### src/rtl/ahbext_pkg.sv
// ahbext_pkg: shared FSM states, HTRANS encodings and byte-strobe decode for the AHB external port
package ahbext_pkg;
   typedef enum logic [2:0] {IDLE, REQ, WAIT, RESP, ERR1, ERR2} state_e;
   localparam logic [1:0] HTRANS_IDLE   = 2'b00;
   localparam logic [1:0] HTRANS_BUSY   = 2'b01;
   localparam logic [1:0] HTRANS_NONSEQ = 2'b10;
   localparam logic [1:0] HTRANS_SEQ    = 2'b11;
   function automatic logic [7:0] strobe_decode(input logic [2:0] size, input logic [2:0] addr_lo, input int lw);
      logic [2:0] lane_mask, size_mask, ofs;
      logic [7:0] base;
      lane_mask = (lw >= 3) ? 3'b111 : (lw == 2) ? 3'b011 : 3'b001;
      size_mask = ~((3'b001 << size[1:0]) - 3'b001);
      ofs = addr_lo & lane_mask & size_mask;
      base = (size == 3'd0) ? 8'h01 : (size == 3'd1) ? 8'h03 : (size == 3'd2) ? 8'h0F : 8'hFF;
      return base << ofs;
   endfunction
endpackage

### src/rtl/ahbext_timer.sv
// ahbext_timer: clearable up-counter that stops at TIMEOUT and flags terminal count
module ahbext_timer #(
   parameter int TIMEOUT = 1024
) (
   input  logic clk,
   input  logic rst_n,
   input  logic load,
   input  logic en,
   output logic tc
);
   localparam int CNT_W = $clog2(TIMEOUT + 1);
   logic [CNT_W-1:0] cnt;
   always_ff @(posedge clk or negedge rst_n)
      if (!rst_n) cnt <= '0;
      else if (load) cnt <= '0;
      else if (en && !tc) cnt <= cnt + 1'b1;
   assign tc = (cnt == CNT_W'(TIMEOUT));
endmodule

### src/rtl/ahb_ext_port.sv
// ahb_ext_port: AHB-Lite subordinate bridging the external-memory window to a req/gnt/rvalid port
module ahb_ext_port
   import ahbext_pkg::*;
#(
   parameter int AHBW    = 64,
   parameter int PA_BITS = 56,
   parameter int TIMEOUT = 1024
) (
   input  logic               HCLK,
   input  logic               HRESETn,
   input  logic               HSEL,
   input  logic [PA_BITS-1:0] HADDR,
   input  logic               HWRITE,
   input  logic [2:0]         HSIZE,
   input  logic [1:0]         HTRANS,
   input  logic               HREADY,
   input  logic [AHBW-1:0]    HWDATA,
   output logic               HREADYOUT,
   output logic               HRESP,
   output logic [AHBW-1:0]    HRDATA,
   input  logic               ExternalStall,
   output logic               ExtReq,
   output logic               ExtWe,
   output logic [PA_BITS-1:0] ExtAddr,
   output logic [AHBW-1:0]    ExtWData,
   output logic [AHBW/8-1:0]  ExtWStrb,
   input  logic               ExtGnt,
   input  logic               ExtRValid,
   input  logic [AHBW-1:0]    ExtRData,
   output logic               TimeoutEvt
);
   localparam int NB = AHBW / 8;
   localparam int LW = $clog2(NB);
   state_e state, state_nx;
   logic accept, size_err, tc, fire, gnt, rd_take;
   logic [PA_BITS-1:0] addr_q;
   logic we_q;
   logic [NB-1:0] strb_q;
   logic [7:0] strb_full;
   // a stalled RESP keeps the bus waited, so it cannot take a new address phase
   assign accept = (state == IDLE || (state == RESP && !ExternalStall)) && HSEL && HREADY &&
                   (HTRANS == HTRANS_NONSEQ || HTRANS == HTRANS_SEQ);
   assign size_err = HSIZE > 3'(LW);
   assign strb_full = strobe_decode(HSIZE, HADDR[2:0], LW);
   assign ExtReq = (state == REQ) && !ExternalStall && !tc;
   assign gnt = ExtReq && ExtGnt;
   assign fire = (state == REQ || state == WAIT) && tc;
   assign rd_take = !fire && !we_q && ExtRValid && (gnt || state == WAIT);
   assign ExtWe = we_q;
   assign ExtAddr = addr_q;
   assign ExtWStrb = strb_q;
   assign ExtWData = ExtReq ? HWDATA : '0;
   ahbext_timer #(.TIMEOUT(TIMEOUT)) u_timer (
      .clk  (HCLK),
      .rst_n(HRESETn),
      .load (accept && !size_err),
      .en   ((state == REQ && !ExternalStall) || state == WAIT),
      .tc   (tc)
   );
   always_ff @(posedge HCLK or negedge HRESETn)
      if (!HRESETn) state <= IDLE;
      else state <= state_nx;
   always_comb begin
      state_nx  = state;
      HREADYOUT = 1'b1;
      HRESP     = 1'b0;
      case (state)
         IDLE: state_nx = accept ? (size_err ? ERR1 : REQ) : IDLE;
         REQ: begin
            HREADYOUT = 1'b0;
            state_nx  = fire ? ERR1 : !gnt ? REQ : (we_q || ExtRValid) ? RESP : WAIT;
         end
         WAIT: begin
            HREADYOUT = 1'b0;
            state_nx  = fire ? ERR1 : ExtRValid ? RESP : WAIT;
         end
         RESP: begin
            HREADYOUT = !ExternalStall;
            state_nx  = ExternalStall ? RESP : accept ? (size_err ? ERR1 : REQ) : IDLE;
         end
         ERR1: begin
            HREADYOUT = 1'b0;
            HRESP     = 1'b1;
            state_nx  = ERR2;
         end
         ERR2: begin
            HRESP    = 1'b1;
            state_nx = IDLE;
         end
         default: state_nx = IDLE;
      endcase
   end
   always_ff @(posedge HCLK or negedge HRESETn)
      if (!HRESETn) begin
         addr_q     <= '0;
         we_q       <= 1'b0;
         strb_q     <= '0;
         HRDATA     <= '0;
         TimeoutEvt <= 1'b0;
      end else begin
         TimeoutEvt <= fire;
         if (accept) begin
            addr_q <= {HADDR[PA_BITS-1:LW], {LW{1'b0}}};
            we_q   <= HWRITE;
            strb_q <= strb_full[NB-1:0];
         end
         if (rd_take) HRDATA <= ExtRData;
      end
endmodule

### config.mk
export PLATFORM = sky130hd
export DESIGN_NAME = ahb_ext_port
export DESIGN_NICKNAME = d
export VERILOG_FILES = /design/src/rtl/ahbext_pkg.sv /design/src/rtl/ahbext_timer.sv /design/src/rtl/ahb_ext_port.sv
export SDC_FILE = /design/constraint.sdc
export NUM_CORES = 1
export LEC_CHECK = 0
export ABC_AREA = 1
export BUFFER_PORTS_ARGS = -buffer_cell sky130_fd_sc_hd__buf_2
export CAP_MARGIN = 20
export CORE_MARGIN = 5
export CORE_UTILIZATION = 30
export CTS_CLUSTER_DIAMETER = 120
export DETAILED_ROUTE_END_ITERATION = 16
export PLACE_DENSITY = 0.59
export SYNTH_ARGS = -nofsm -noshare
export SYNTH_HDL_FRONTEND = slang
export SYNTH_SLANG_ARGS = --single-unit
### constraint.sdc
create_clock -name HCLK -period 4.7 [get_ports HCLK]
set_input_delay 0.705 -clock HCLK [delete_from_list [all_inputs] [get_ports HCLK]]
set_output_delay 0.705 -clock HCLK [all_outputs]
set_load 0.02 [all_outputs]
Word-level counts from Yosys, hierarchy flattened --
Cells that the tools add are included.
Cells by class: add/sub/neg operators 2, magnitude comparators 1, equal/unequal tests 10, shift operators 2, muxes and demuxes 17, bitwise operators 2, reduce and logical (&&, ||, !) cells 29
Operator list (number):
- $mux 64 | 1
- $mux 8 | 3
- $mux 11 | 2
- $mux 3 | 5
- $pmux 3 s5 | 1
- $logic_and 1x1->1 | 13
- $add 11x1->11 const B | 1
- $eq 11x11->1 const B | 1
- $eq 3x2->1 const B | 3
- $shl 8x3->8 | 1
- $eq 3x1->1 const B | 2
- $eq 3x3->1 const B | 2
- $logic_not 3->1 | 2
- $logic_or 1x1->1 | 6
- $logic_not 1->1 | 5
- $eq 2x2->1 const B | 2
- $and 3x3->3 | 1
- $gt 3x2->1 const B | 1
- $mux 1 | 3
- $not 3->3 | 1
- $reduce_or 3->1 | 1
- $shl 1x2->3 const A | 1
- $sub 3x1->3 const B | 1
- $mux 2 | 1
- other kinds (3) | 3
Word-level totals: register bits 141, input port bits 197, output and inout bits 197, word-level logic and storage cells 70

Depth between registers and ports, before layout --
depth after elaboration 9, gate-level depth with buffers 11, depth with buffers taken out 10

Hierarchy --
From an unflattened synthesis, not the netlist that was laid out.
Unflattened totals: cell total of the unflattened synthesis 847, area total of the unflattened synthesis 6932.9 um^2
By module, submodules not included:
- ahb_ext_port | times used 1, cells an instance 748, area each 6221.0 um^2, seq. area each 3253.1 um^2
- ahbext_timer | times used 1, cells an instance 99, area each 711.9 um^2, seq. area each 275.3 um^2

Least setup slack after synthesis --
Ideal clock, no wire load.
path type register to output, from register u_timer.cnt[0], to output ExtWData[54], data arrival time 1.546 ns, required time 3.995 ns, path slack 2.449 ns, cell stages (with the launch flop) 10, buffers on the path 2, cells stage by stage dfrtp_1 inv_1 ha_1 nand2_2 nor2_4 nand2_4 nand2_1 buf_2 buf_4 nor2_1
Between the ends: cells in the longest elaborated chain, start to end 4
RTL lines:
- start: declaration | RTL line ahbext_timer.sv:12 | logic [CNT_W-1:0] cnt;
- start signal: assignment | RTL line ahbext_timer.sv:16 | else if (en && !tc) cnt <= cnt + 1'b1;
- $eq 11x11->1 | RTL line ahbext_timer.sv:17 | assign tc = (cnt == CNT_W'(TIMEOUT));
- $logic_not 1->1 | RTL line ahb_ext_port.sv:45 | assign ExtReq = (state == REQ) && !ExternalStall && !tc;
- $logic_and 1x1->1 | RTL line ahb_ext_port.sv:45
- $mux 64 | RTL line ahb_ext_port.sv:52 | assign ExtWData = ExtReq ? HWDATA : '0;
- end: declaration | RTL line ahb_ext_port.sv:25 | output logic [AHBW-1:0] ExtWData,
No other way between the ends.

Final worst setup path --
from register u_timer.cnt[0], to output ExtWData[49]
The elaborated chain is that of the path after synthesis.

==> run_results.csv <==
group,metric,value,unit
status,status,"complete, no violations",
timing,period_share,0.633,
global_route,grt_pass1_vias,6280,
timing,max_freq,336,MHz
place,dpl_worst_slack,1.83,ns
global_route,grt_usage,0.152,
clock_network,cts-resized-gates,0,
global_route,grt_pass1_wl,32.6,mm
finish,drive_gt1_frac,0.416,
timing,hold_viol,0,
global_route,grt_remaining_overflow,0,
timing,clock_skew,0.0108,ns
place,dpl.hpwl,15.3,mm
synthesis,netlist.top_cell.by_area,"dfrtp_1",
synthesis,syn_avg_cell_area,8.31,µm²
synthesis,synth_most_common_cell,"nand2_1",
finish,area_growth,36.4,%
setup_path,cp_top_family,"simple AND/OR/NAND/NOR gates",
clock_network,cts_tree,"yes",
global_route,top_usage_layer,"met2",
floorplan,fp.dieW,163,µm
timing,finalSetupViolCount,0,
power_and_ir_drop,p_leak,5.77,nW
clock_network,hold_buffers,0,
setup_path,ff2ff_setup_slack,2.28,ns
floorplan,fp.coreArea,23300,µm²
clock_network,clk_pin_slew,0.07,ns
floorplan,initial_core_util,0.303,
clock_network,cts_setup_buffers,0,
detailed_routing,drt-pass1-iter-count,4,
setup_path,path_common_cell,"nand2_2",
clock_network,cts-htree-levels,4,
detailed_routing,via_count,6525,
global_route,grt_use_met1,0.195,
timing,tightest_slew,1.03,ns
floorplan,dieHeight,163,µm
global_route,globalRouteMet2Util,0.246,
synthesis,synth_area,7060,µm²
global_route,grt_max_degree,84,
floorplan,io_pins,394,
clock_network,clock_path_buffers,2,
finish,final_core_utilization,0.413,
detailed_routing,wire_per_inst,13.7,µm
floorplan,die_area,26700,µm²
setup_path,cp-start-kind,"flop",
synthesis,yosysSeqAreaShare,0.500,
setup_path,worst-path-buf-inv,3,
clock_network,clock_latency,0.41,ns
detailed_routing,drt_iter0_drc,349,
flow_run,cap_violations,0,
detailed_routing,drc,0,
synthesis,synth_commonest_cells,"nand2_1 (355), dfrtp_1 (141), nor2_1 (81)",
place,gp_congestion,0.779,
clock_network,clock_sinks,141,
synthesis,ys_seq_elements,141,
timing,maxSlewHeadroom,0.310,
synthesis,synthTopCellsByArea,"dfrtp_1 (50%), nand2_1 (19%), nand3_2 (8.8%)",
setup_path,path_class,"reg -> out",
synthesis,syn-instance-count,850,
setup_path,crit_arrival,2.27,ns
synthesis,synthFlopType,"dfrtp_1",
synthesis,yosys_warnings,0,
timing,tns,0,ns
finish,antennaDiodeCount,0,
synthesis,ys_types,34,
timing,whs,0.357,ns
detailed_routing,wirelength,21.3,mm
global_route,antenna_found_initial,1,
synthesis,synth_top_area_frac,0.500,
timing,slew_violations,0,
power_and_ir_drop,ir_drop,0.287,mV
clock_network,cts_buffers,17,
synthesis,async_reset_ff_frac,1.00,
setup_path,crit_path_end_kind,"output pin",
finish,layout.nets,1418,
hold_path,hold_path_class,"in -> async",
floorplan,row_count,56,
timing,rsz0062_at_grt,"no",
setup_path,slowest_delay,0.46,ns
synthesis,synth_edf_count,0,
detailed_routing,detail-route-antenna-nets,0,
setup_path,crit_chain,"inv_1, ha_1, nand2_2, nor2_4, nand2_4, nand2_2, buf_12, nor2_1, buf_2",
timing,finalCriticalPeriod,2.97,ns
setup_path,cp.required,3.99,ns
global_route,grtUsageMet3,0.0505,
power_and_ir_drop,p_per_area,613,nW/µm²
detailed_routing,vias_per_cell,4.21,
setup_path,path_max_fanout,44,
place,portBuffers,389,
clock_network,root_buffer,"clkbuf_16",
timing,worst_slack,1.73,ns
setup_path,critical-path-slowest-cell,"dfrtp_1",
==> worst paths after layout <==
kind / start / to / cells after the start
max in group asynchronous: HRESETn / ExtWStrb[2] / 2
worst min-delay path: HRESETn / HRDATA[38] / 1
min in group HCLK: HRDATA[60] / HRDATA[60] / 2
worst max register to register: u_timer.cnt[0] / HRDATA[1] / 10
worst max-delay path: u_timer.cnt[0] / ExtWData[49] / 9
worst min register to register: HRDATA[60] / HRDATA[60] / 2
==> metrics by stage <==
step	std cells	instance area (µm²)	total power, W
2_1_floorplan	852	7070	0.00378
3_3_place_gp	1518	9040	0.00460
3_5_place_dp	1518	9040	0.00463
4_1_cts	1550	9620	0.00600
5_1_grt	1551	9640	0.00633
6_report	1551	9640	0.00590
==> final cells by class <==
class	count	area, µm²
sequential	141	3530
multi-input combinational	578	2800
timing repair buffer	395	2010
inverter	86	325
tap	319	399
clock inverter	13	121
clock buffer	19	453
fill	2458	13700
==> where the power goes <==
part           switching [W]  internal (W)
clock network       0.000590      0.000728
logic                0.00175      0.000809
registers           0.000297       0.00173
==> metal layers <==
metal  wire length (µm)  vias up  part of all wire
li1                   -     3313                 -
met1               9220     2958              0.43
met2              10000      234              0.47
met3               1790       18             0.084
met4                215        2             0.010
met5                 13        -           0.00061
==> placed cells by master (no fill, tap or decap), types with 6 or more instances in the layout <==
cell type / n
inv_1: 79
nor2_1: 81
buf_2: 388
nand3_2: 62
clkbuf_16: 17
dfrtp_1: 141
nand3_1: 25
nand2_1: 353
inv_2: 6
nand3b_1: 9
==> registers in the layout (all words and copies together) (netlist names) <==
register,count
HRDATA,64
ExtAddr,53
u_timer.cnt,11
ExtWStrb,8
state,3
ExtWe,1
TimeoutEvt,1
==> cells by family (layout without fill, tap and decap cells) <==
| family | Yosys count | in the layout | synth area share |
|---|---|---|---|
| AND/OR/NAND/NOR | 551 | 551 | 0.370 |
| buffers and inverters | 133 | 513 | 0.106 |
| AO/OA/AOI/OAI | 17 | 17 | 0.0140 |
| other | 1 | 3 | 0.000531 |
| adder cells (fa/ha/maj) | 2 | 2 | 0.00354 |
| XOR/XNOR | 5 | 5 | 0.00620 |
| flip-flops | 141 | 141 | 0.500 |
Note: power is estimated with default switching activity, not from simulation.
